--- src/rtl/seq_shifter.sv ---
// seq_shifter: iterative shifter that replaces a full barrel shifter.
// Supports SLL, SRL, SRA and ROR on a WIDTH-bit operand under a
// start/busy/done handshake. By default it moves one bit position per clock.
// Optional build macro SEQ_SHIFTER_FAST_EN: each clock moves up to four
// positions, so long shifts finish in about a quarter of the cycles.
module seq_shifter #(
  parameter int WIDTH   = 32,
  parameter int SHAMT_W = 5
) (
  input  logic               clk,
  input  logic               rst_n,
  input  logic               start,
  input  logic [1:0]         mode,
  input  logic [SHAMT_W-1:0] shamt,
  input  logic [WIDTH-1:0]   In,
  output logic [WIDTH-1:0]   Out,
  output logic               busy,
  output logic               done
);

  typedef enum logic [1:0] {
    IDLE  = 2'b00,
    SHIFT = 2'b01,
    DONE  = 2'b10
  } state_t;

  localparam logic [1:0] M_SLL = 2'b00;
  localparam logic [1:0] M_SRL = 2'b01;
  localparam logic [1:0] M_SRA = 2'b10;
  localparam logic [1:0] M_ROR = 2'b11;

  // Largest useful shift amount; larger requests are clamped to this value.
  localparam logic [SHAMT_W-1:0] MAX_AMT = SHAMT_W'(WIDTH - 1);

  state_t             state_q, state_d;
  logic [WIDTH-1:0]   out_q, out_d;
  logic [SHAMT_W-1:0] count_q, count_d;
  logic [1:0]         mode_q, mode_d;

  // Single-position shift according to the operation code.
  function automatic logic [WIDTH-1:0] shift_one(input logic [WIDTH-1:0] v,
                                                 input logic [1:0]       m);
    logic signed [WIDTH-1:0] sv;
    logic [WIDTH-1:0]        r;
    sv = v;
    case (m)
      M_SLL:   r = {v[WIDTH-2:0], 1'b0};
      M_SRL:   r = {1'b0, v[WIDTH-1:1]};
      M_SRA:   r = sv >>> 1;
      M_ROR:   r = {v[0], v[WIDTH-1:1]};
      default: r = v;
    endcase
    return r;
  endfunction

  // Clamp the requested amount to WIDTH-1.
  function automatic logic [SHAMT_W-1:0] clamp_amt(input logic [SHAMT_W-1:0] a);
    logic [SHAMT_W-1:0] r;
    if (int'(a) > WIDTH - 1) r = MAX_AMT;
    else                     r = a;
    return r;
  endfunction

`ifdef SEQ_SHIFTER_FAST_EN
  logic [SHAMT_W-1:0] step;

  // Positions to move this cycle: min(count, 4).
  function automatic logic [SHAMT_W-1:0] step_amt(input logic [SHAMT_W-1:0] c);
    logic [SHAMT_W-1:0] r;
    if (int'(c) > 4) r = SHAMT_W'(4);
    else             r = c;
    return r;
  endfunction

  // Apply the single-position rule k times (k <= 4).
  function automatic logic [WIDTH-1:0] shift_k(input logic [WIDTH-1:0]   v,
                                               input logic [1:0]         m,
                                               input logic [SHAMT_W-1:0] k);
    logic [WIDTH-1:0] r;
    r = v;
    for (int i = 0; i < 4; i++) begin
      if (i < int'(k)) r = shift_one(r, m);
    end
    return r;
  endfunction
`endif

  // Next-state and next-datapath logic for the IDLE/SHIFT/DONE sequencer.
  always_comb begin
    state_d = state_q;
    out_d   = out_q;
    count_d = count_q;
    mode_d  = mode_q;
`ifdef SEQ_SHIFTER_FAST_EN
    step    = '0;
`endif
    case (state_q)
      IDLE: begin
        if (start) begin
          out_d   = In;
          mode_d  = mode;
          count_d = clamp_amt(shamt);
          state_d = SHIFT;
        end
      end
      SHIFT: begin
        if (count_q == '0) begin
          // Out already holds the final result; just announce it.
          state_d = DONE;
        end else begin
`ifdef SEQ_SHIFTER_FAST_EN
          step    = step_amt(count_q);
          out_d   = shift_k(out_q, mode_q, step);
          count_d = count_q - step;
`else
          out_d   = shift_one(out_q, mode_q);
          count_d = count_q - SHAMT_W'(1);
`endif
        end
      end
      DONE: begin
        // Starts arriving here are deliberately ignored.
        state_d = IDLE;
      end
      default: begin
        state_d = IDLE;
      end
    endcase
  end

  // State and datapath registers; reset clears everything, abandoning any shift.
  always_ff @(posedge clk or negedge rst_n) begin
    if (!rst_n) begin
      state_q <= IDLE;
      out_q   <= '0;
      count_q <= '0;
      mode_q  <= M_SLL;
    end else begin
      state_q <= state_d;
      out_q   <= out_d;
      count_q <= count_d;
      mode_q  <= mode_d;
    end
  end

  assign Out  = out_q;
  assign busy = (state_q != IDLE);
  assign done = (state_q == DONE);

endmodule

--- config.mk ---
export PLATFORM = sky130hd
export DESIGN_NAME = seq_shifter
export DESIGN_NICKNAME = d
export VERILOG_FILES = /design/src/rtl/seq_shifter.sv
export SDC_FILE = /design/constraint.sdc
export NUM_CORES = 1
export LEC_CHECK = 0
export ABC_AREA = 1
export CAP_MARGIN = 20
export CORE_MARGIN = 1
export CORE_UTILIZATION = 50
export CTS_CLUSTER_SIZE = 25
export DETAILED_ROUTE_END_ITERATION = 12
export GPL_ROUTABILITY_DRIVEN = 0
export PLACE_DENSITY = 0.87
export SLEW_MARGIN = 20
export SYNTH_ARGS = -nofsm -noshare
export SYNTH_HDL_FRONTEND = slang
export SYNTH_SLANG_ARGS = --single-unit
--- constraint.sdc ---
create_clock -name clk -period 4.4 [get_ports clk]
set_input_delay 0.44 -clock clk [delete_from_list [all_inputs] [get_ports clk]]
set_output_delay 0.44 -clock clk [all_outputs]
set_load 0.03 [all_outputs]
# After elaboration in Yosys (flattened, before gate mapping)
# Index checks and enable logic that the tools add are counted.
# word_totals
wordCells	34
reg_bits	41
# op_classes
n_mux	10
add_sub_neg	1
n_reduce_logical	9
eq_ne	9
# op_table
cell	count
case mux 32 bit (4 select lines)	1
two-way mux 32 bit	2
case mux 32 bit (2 select lines)	1
two-way mux 5 bit	2
case mux 5 bit (2 select lines)	1
!= test 2 bit (second input constant)	4
== test 2 bit (second input constant)	3
zero test 5 bit	1
subtractor 5 x 1 -> 5 bit (second input constant)	1
== test 2 x 1 -> 1 bit (second input constant)	2
zero test 2 bit	2
two-way mux 2 bit	2
case mux 2 bit (2 select lines)	1
AND reduction 2 bit	2
AND reduction 4 bit	1
nonzero test 2 bit	2
AND reduction 3 bit	1

# Longest topological paths before layout
# Gate-level depths: netlist of run 1.
# depth
ltp_word	4
mapped_depth	9
mapped_depth_nobuf	8

# Worst setup path before layout of run 1
# OpenSTA, ideal clock, no wires.
# synth_path
kind	reg-to-reg
startpoint	register count_q[0]
endpoint	register out_q[19] (netlist: Out[19])
path_slack_ps	2998
setup_ps	127
required_time_ps	4273
path_buffers	2
arrival_ps	1276
stages_incl_launch_ff	10
path_cell_list	dfrtp_1 inv_1 ha_1 nand3_1 nand2_2 nand2_4 buf_6 buf_6 nand2_1 o21ai_0
# synth_via
elab_chain_cells	3
# synth_lines
item	line	source
from (decl)	37	logic [SHAMT_W-1:0] count_q, count_d;
from (signal assigned)	141	count_q <= count_d;
zero test 5 bit	107	if (count_q == '0) begin
!= test 2 bit (no source line)	-	
AND reduction 3 bit (no source line)	-	
to (signal assigned)	140	out_q <= out_d;
to (decl)	36	logic [WIDTH-1:0] out_q, out_d;
# Every way passes these cells.
# A chain may end at the register's enable or synchronous reset.

# Worst setup path in the final report of run 1
# layout_path
startpoint	register state_q[1]
endpoint	register out_q[2] (netlist: Out[2])
# layout_via
elab_chain_cells	3
word_cells_on_any_way	7
cone_classes	eq/ne: 3; mux: 1; reduce/logical: 3
# layout_lines
item	line	source
from (decl)	35	state_t state_q, state_d;
from (signal assigned)	139	state_q <= state_d;
== test 2 x 1 -> 1 bit or zero test 2 bit (tied branches)	97	case (state_q)
!= test 2 bit (no source line) or nonzero test 2 bit (tied branches)	-	
AND reduction 3 bit (no source line)	-	
# Several ways; a longest one is shown, not always the timed one.

==> results_dict.tcl, run 1 <==
set metrics [dict create \
    period_share_pct 47.2 \
    antenna_found_initial 0 \
    die_w_um 72.5 \
    cts_buffers 5 \
    crit_type "reg2reg" \
    cts_sinks 41 \
    post-route-drc-count 0 \
    hpwl_um 3860 \
    drive_gt1_share_pct 4.26 \
    ir_drop_v 0.000458 \
    crit_path_top_delay_cell "nand2_4" \
    syn_inst 382 \
    dieArea_sq_um 5260 \
    pin_count 76 \
    slowest_delay_ps 500 \
    path_common_cell "inv_2" \
    wl_per_cell_um 11.5 \
    cts_resized 0 \
    use_met1_pct 28.2 \
    p_per_area_nw_per_um2 886 \
    synth.largest_area_cell "dfrtp_1" \
    die_h_um 72.5 \
    wirelength_um 5880 \
    rsz0062_at_grt "no" \
    min_path_type "in2async" \
    layout_common_cells "180 x nand2_1, 74 x clkdlybuf4s50_1, 41 x dfrtp_1" \
    netlist_area_sq_um 2490 \
    ys_warn_count 0 \
    cp_num_buf_inv 2 \
    rows 25 \
    yosysUniqueCellTypes 18 \
    fin_tns_setup_ps 0 \
    worstPathArrival_ps 2220 \
    leakagePower_uw 0.00172 \
    ys_seq_area_share_pct 41.3 \
    io_buffers 75 \
    worstPathCellList "inv_2, nand2_1, inv_2, nand2_2, nand2_4, o21ai_0" \
    start_util_pct 52.3 \
    core_area_sq_um 4750 \
    final_common_cell "nand2_1" \
    drt-initial-drc-count 205 \
    h-tree-depth 2 \
    n_antenna_cell 0 \
    min_period_ps 2080 \
    grt_pass1_vias 2258 \
    synth-seq-cells 41 \
    synth_top_area_share_pct 41.3 \
    cts.path.max_buffers 2 \
    crit_path_max_fanout 68 \
    fmax_mhz 481 \
    cp.required_ps 4540 \
    ant_nets 0 \
    vias 2513 \
    grt.total_usage_pct 23.2 \
    relSlewSlack_pct 33.8 \
    gr-total-overflow 0 \
    dr.pass1.iters 5 \
    grt_max_degree 69 \
    finalMaxSlewViolations 0 \
    syn_to_final_growth_pct 33.4 \
    use_met2_pct 40.8 \
    cts_tree "yes" \
    vias_per_cell 4.90 \
    endpoint_kind "flop" \
    hold_viol 0 \
    cp_top_family "simple AND/OR/NAND/NOR gates" \
    syn_nets 425 \
    clk_root_buffer_cell "clkbuf_8" \
    path_clk_slew_ps 80 \
    dp_cells 505 \
    drv_cap 0 \
    grt_use_met3_pct 4.86 \
    worst_skew_pair.late_latency_ps 290 \
    worstMarginPinSlew_ps 990 \
    grt_pass1_wl_um 9580 \
    avgSynthCellArea_sq_um 6.51 \
    grt-busiest-layer "met2" \
    post-cts-setup-buffers 0 \
    fin_cells 513 \
    outcome "finished, final reports clean" \
    final-setup-viol-count 0 \
    final_util_pct 69.8 \
    start_kind "flop" \
    cts_hold_buf 0 \
    num-nets-final 488 \
    synthTopCellsByArea "dfrtp_1 41%, nand2_1 27%, nand3_1 8.1%" \
    fin_skew_ps 6.23 \
]
[final timing paths]
check                           start          to  slack (ps)  cells after the start
max in group asynchronous       rst_n  count_q[1]        3550                      1
min in group clk              Out[31]     Out[31]         540                      2
max reg2reg                state_q[1]      Out[2]        2320                      6
min reg2reg                   Out[31]     Out[31]         540                      2
min                             rst_n     Out[10]         270                      1
max                        state_q[1]      Out[2]        2320                      6
[through the flow]
step / total power (uW) / cell area [sq um] / worst slack [ps] / hold WS [ps]
final: 2940 / 3320 / 2320 / 274
after global routing: 3220 / 3320 / 2090 / 355
after CTS: 2950 / 3320 / 2300 / 306
after detailed placement: 2620 / 3200 / 2260 / 524
after global placement: 2570 / 3200 / 2370 / 519
after floorplan: 2140 / 2490 / 3000 / 144
[flip-flops by register name, indices dropped and copies added (netlist names)]
register and cells:
Out 32, count_q 5, mode_q 2, state_q 2
[kinds of logic after synthesis]
| logic type | after synthesis | synth area share [%] |
|---|---|---|
| buffers and inverters | 63 | 11.7 |
| and+or+nand+nor | 237 | 38.5 |
| adders and majority gates | 1 | 0.503 |
| DFF | 41 | 41.3 |
| AOI/OAI and AO/OA | 40 | 8.05 |
[routing by layer]
metal	up-vias	share of wire, %
met5	-	0
met4	0	1.6
met3	10	5.7
met2	75	50
met1	1129	43
li1	1299	-
[where the power goes]
group	internal [uW]	switching, uW	total [uW]	leakage (uW)
clock network	185	130	315	0.0000585
logic	683	1240	1930	0.00116
registers	577	121	698	0.000505
total	1440	1490	2940	0.00172
[final cells by class]
type	instances	area (sq um)
fill	420	1440
timing repair buffer	77	761
multi-input combinational	278	1170
clock inverter	1	30.0
inverter	42	158
tap	67	83.8
sequential	41	1030
clock buffer	7	86.3
[synth_stat cells]
library cell	n
nand2_2	1
buf_4	5
o21ai_1	8
inv_1	39
nor2_1	12
nor2_2	1
nand3_1	40
buf_6	3
inv_2	3
o21ai_0	31
ha_1	1
nand2_4	1
nand2_1	180
a21oi_1	1
buf_2	10
or2_2	2
dfrtp_1	41
clkbuf_1	3
Note: power is estimated with default switching activity, not from simulation.
==> inputs of run 2 (changes only) <==
--- a/config.mk
+++ b/config.mk
@@ -8,11 +8,11 @@
 export ABC_AREA = 1
 export CAP_MARGIN = 20
 export CORE_MARGIN = 1
-export CORE_UTILIZATION = 50
+export CORE_UTILIZATION = 43
 export CTS_CLUSTER_SIZE = 25
 export DETAILED_ROUTE_END_ITERATION = 12
 export GPL_ROUTABILITY_DRIVEN = 0
-export PLACE_DENSITY = 0.87
+export PLACE_DENSITY = 0.79
 export SLEW_MARGIN = 20
 export SYNTH_ARGS = -nofsm -noshare
 export SYNTH_HDL_FRONTEND = slang
==> constraint.sdc (replaced) <==
create_clock -name clk -period 1.9 [get_ports clk]
set_input_delay 0.19 -clock clk [delete_from_list [all_inputs] [get_ports clk]]
set_output_delay 0.19 -clock clk [all_outputs]
set_load 0.03 [all_outputs]
==> run 2 against run 1 <==
  * Clock power grew 67%
  * Final cell count grew 2.3%
  * Sequential share of layout area is 0.65 points lower
  * Register-to-register slack got worse by 1900 ps
  * Die area increased by 16%
  * Total power grew 130%
==> results_dict.tcl, run 2 (synthesized netlist as in run 1, its figures left out) <==
set metrics [dict create \
    outcome "finished, final reports clean" \
    crit_type "reg2out" \
    antenna_found_initial 0 \
    switching_share_pct 50.8 \
    pin_count 76 \
    worstMarginPinSlew_ps 538 \
    cts.path.max_buffers 2 \
    post-cts-setup-buffers 0 \
    drv_cap 0 \
    final_common_cell "nand2_1" \
    min_path_type "in2async" \
    cts_tree "yes" \
    vias 2595 \
    dr.pass1.iters 4 \
    layout_common_cells "180 x nand2_1, 74 x clkdlybuf4s50_1, 41 x dfrtp_1" \
    pwr-share-clk_pct 7.7 \
    leakagePower_uw 0.00176 \
    worst_slack_ps 203 \
    ant_nets 0 \
    worst_skew_pair.late_latency_ps 280 \
    grt_pass1_wl_um 10100 \
    dieArea_sq_um 6090 \
    post-place-ws_ps 325 \
    vias_per_cell 4.94 \
    fmax_mhz 589 \
    fin_skew_ps 6.19 \
    period_share_pct 89.3 \
    core_area_sq_um 5540 \
    rows 27 \
    min_period_ps 1700 \
    start_util_pct 44.9 \
    power_switching_uw 3490 \
    path_clk_slew_ps 80 \
    comb_power_share_pct 68.8 \
    worstPathArrival_ps 1510 \
    crit_path_max_fanout 5 \
    rsz0062_at_grt "no" \
    final_area_sq_um 3390 \
    final-setup-viol-count 0 \
    finalMaxSlewViolations 0 \
    syn_to_final_growth_pct 36.3 \
    die_h_um 78.0 \
    io_buffers 75 \
    gr-total-overflow 0 \
    ir_drop_v 0.000844 \
    hpwl_um 4320 \
    drive_gt1_share_pct 5.74 \
    drt-initial-drc-count 143 \
    p_per_area_nw_per_um2 2030 \
    grt_pass1_vias 2320 \
    h-tree-depth 2 \
    wl_per_cell_um 11.5 \
    clk_root_buffer_cell "clkbuf_8" \
    n_antenna_cell 0 \
    cts_sinks 41 \
    largest_reg_flops 32 \
    grt_max_degree 42 \
    post-route-drc-count 0 \
    wirelength_um 6030 \
    die_w_um 78.0 \
    fin_tns_setup_ps 0 \
    relSlewSlack_pct 64.1 \
    hold_viol 0 \
    power.internal_uw 3390 \
    cts_buffers 5 \
    grt.total_usage_pct 20.8 \
    placed_cell_area_sq_um 3300 \
    start_kind "flop" \
    dp_cells 518 \
    fin_cells 525 \
    num-nets-final 497 \
    endpoint_kind "output pin" \
    cp.required_ps 1710 \
    p_seq_share_pct 23.6 \
]
[run 2: timing repair]
action	in CTS	in global routing
hold buffers	1	0
resized for setup	0	0
endpoints found under the hold margin	41	0
[run 2: area by class of cell]
| class | instances | area [sq um] |
|---|---|---|
| Timing Repair Buffer | 86 | 868 |
| Tap cell | 72 | 90.1 |
| Clock buffer | 5 | 68.8 |
| Multi-Input combinational cell | 278 | 1170 |
| Sequential cell | 41 | 1030 |
| Clock inverter | 1 | 5.00 |
| Inverter | 42 | 158 |
| Fill cell | 541 | 2150 |
[run 2: final timing paths]
kind,from,end,slack [ps],depth (start not counted)
max,state_q[0],done,200,2
min,rst_n,Out[12],490,3
max reg2reg,count_q[0],Out[16],410,8
min reg2reg,Out[31],Out[31],530,2
max in group asynchronous,rst_n,count_q[1],1030,3
min in group clk,mode[0],mode_q[0],510,3
[run 2: critical path: stages, from the launching register on]
cell and delay (ps):
dfrtp_1 440, nor2_1 120, clkdlybuf4s50_1 670
[run 2: power groups by stage]
stage	clock, uW	sequential, uW	combinational, uW
final	527	1620	4730
after global routing	576	1670	5350
after CTS	546	1620	4760
after detailed placement	0	1630	4740
after global placement	0	1620	4610
after floorplan	0	2230	2730
[run 2: metrics by stage]
step,total power (uW),utilization [%],hold slack (ps)
final,6880,61.2,494
after global routing,7590,61.2,497
after CTS,6930,61.2,495
after detailed placement,6380,59.6,299
after global placement,6230,59.6,294
after floorplan,4960,-,-106
[run 2: routing by layer]
metal | global-route usage (%) | wire (um) | up-vias
met5 | 0 | 0 | -
met4 | 6.85 | 61 | 0
met3 | 4.30 | 273 | 6
met2 | 35.6 | 3000 | 67
met1 | 26.2 | 2690 | 1212
li1 | - | - | 1310
==> inputs of run 3 (changes only) <==
--- a/config.mk
+++ b/config.mk
@@ -12,7 +12,7 @@
 export CTS_CLUSTER_SIZE = 25
 export DETAILED_ROUTE_END_ITERATION = 12
 export GPL_ROUTABILITY_DRIVEN = 0
-export PLACE_DENSITY = 0.79
+export PLACE_DENSITY = 0.77
 export SLEW_MARGIN = 20
 export SYNTH_ARGS = -nofsm -noshare
 export SYNTH_HDL_FRONTEND = slang
==> run 3 against run 2 <==
  * Clock-buffer cell count rose by 2
  * Fmax shrank 0.83%
  * First-iteration DRC count down 29%
  * Critical path type unchanged
  * Sequential share of layout area is 0.18 points lower
  * Hold slack got worse by 140 ps
  * Largest power group unchanged
==> results_dict.tcl, run 3 (synthesized netlist as in run 1, its figures left out) <==
set metrics [dict create \
    wirelength_um 6100 \
    num-nets-final 496 \
    drt-initial-drc-count 102 \
    drv_cap 0 \
    drive_gt1_share_pct 5.95 \
    clk_root_buffer_cell "clkbuf_8" \
    outcome "finished, final reports clean" \
    fin_cells 526 \
    final_area_sq_um 3410 \
    io_buffers 75 \
    cp_num_buf_inv 1 \
    worst_skew_pair.late_latency_ps 280 \
    die_h_um 78.0 \
    antenna_found_initial 0 \
    largest_reg_flops 32 \
    h-tree-depth 2 \
    hpwl_um 4410 \
    grt_pass1_wl_um 10400 \
    period_share_pct 90.1 \
    hold_ws_ps 351 \
    core_area_sq_um 5540 \
    endpoint_kind "output pin" \
    power.internal_uw 3450 \
    ant_nets 0 \
    syn_to_final_growth_pct 37.1 \
    vias 2552 \
    cp_top_family "buffers and inverters" \
    worstPathCellList "nor2_1, clkdlybuf4s50_1" \
    min_period_ps 1710 \
    finalMaxSlewViolations 0 \
    cp.required_ps 1710 \
    power_switching_uw 3530 \
    min_path_type "in2async" \
    post-cts-setup-buffers 0 \
    final_common_cell "nand2_1" \
    pin_count 76 \
    path_clk_slew_ps 80 \
    relSlewSlack_pct 74.0 \
    worstMarginPinSlew_ps 390 \
    p_per_area_nw_per_um2 2050 \
    die_w_um 78.0 \
    hold_viol 0 \
    rows 27 \
    slowest_delay_ps 670 \
    p_seq_share_pct 23.3 \
    crit_type "reg2out" \
    dr.pass1.iters 4 \
    fmax_mhz 584 \
    dieArea_sq_um 6090 \
    switching_share_pct 50.5 \
    ir_drop_v 0.000937 \
    crit_path_max_fanout 5 \
    n_antenna_cell 0 \
    cts_resized 0 \
    comb_power_share_pct 67.7 \
    grt.total_usage_pct 21.4 \
    gr-total-overflow 0 \
    total_power_uw 6980 \
    start_util_pct 44.9 \
    grt_pass1_vias 2400 \
    nFillCells 523 \
    post-route-drc-count 0 \
    cts_sinks 41 \
    pwr-share-clk_pct 9.0 \
    cts.path.max_buffers 2 \
    layout_common_cells "180 x nand2_1, 74 x clkdlybuf4s50_1, 41 x dfrtp_1" \
    crit_path_top_delay_cell "clkdlybuf4s50_1" \
    leakagePower_uw 0.00177 \
    fin_tns_setup_ps 0 \
    worstPathArrival_ps 1520 \
    cts_tree "yes" \
    vias_per_cell 4.85 \
    fin_skew_ps 6.89 \
    start_kind "flop" \
    regArea_sq_um 1030 \
    wl_per_cell_um 11.6 \
    final-setup-viol-count 0 \
    rsz0062_at_grt "no" \
    placed_cell_area_sq_um 3300 \
    multi_input_area_sq_um 1170 \
    dp_cells 517 \
    cts_buffers 5 \
    grt_max_degree 40 \
]
==> run 3: cell count changes in the layout (fill, tap and decap cells not counted) <==
cell,change
buf_4,-1
clkbuf_8,+2
==> run 3: path summary, 6_finish.rpt <==
check / from / end / slack (ps) / cells past startpoint
worst max-delay path: state_q[0] / done / 190 / 2
max in group asynchronous: rst_n / mode_q[0] / 880 / 3
worst max register to register: count_q[0] / Out[20] / 290 / 8
worst min-delay path: rst_n / Out[17] / 350 / 2
min in group clk: mode[0] / mode_q[0] / 520 / 3
worst min register to register: Out[22] / Out[22] / 560 / 2
==> run 3: through the flow <==
| step | worst slack, ps | utilization, % |
|---|---|---|
| 3_3_place_gp | 260 | 59.5 |
| 6_report | 189 | 61.5 |
| 4_1_cts | 183 | 61.5 |
| 2_1_floorplan | 498 | - |
| 5_1_grt | 44.1 | 61.5 |
| 3_5_place_dp | 192 | 59.5 |
==> run 3: final cells by class <==
class                   count  area share, %
repair buffers             85           25.3
clock buffers               7           2.83
multi-input cells         278           34.4
flip-flops and latches     41           30.1
inverters                  42           4.63
well taps                  72           2.64
clock inverters             1          0.147
==> run 3: per-layer routing <==
layer | wire length, um | GRT usage (%)
met5 | 0 | 0
met4 | 57 | 6.11
met3 | 308 | 4.77
met2 | 3050 | 37.8
met1 | 2680 | 26.3
==> run 3: repair_timing <==
item                       in CTS  in global routing
setup endpoints to repair       0                  0
hold buffers                    1                  0
hold endpoints to repair       17                  0
==> run 3: power by group through the flow <==
stage | registers [uW] | clock network (uW) | logic (uW)
finish | 1630 | 627 | 4720
CTS | 1630 | 636 | 4740
global placement | 1630 | 0 | 4590
floorplan | 2230 | 0 | 2730
global route | 1690 | 681 | 5320
detailed placement | 1640 | 0 | 4720
==> run 3: worst reg2reg max path, delay by kind of cell, from the launching register on <==
family	cells	cell delay [ps]
DFF	1	380
AOI/OAI and AO/OA	1	90
adders and majority gates	1	210
and+or+nand+nor	4	500
buffers and inverters	2	320
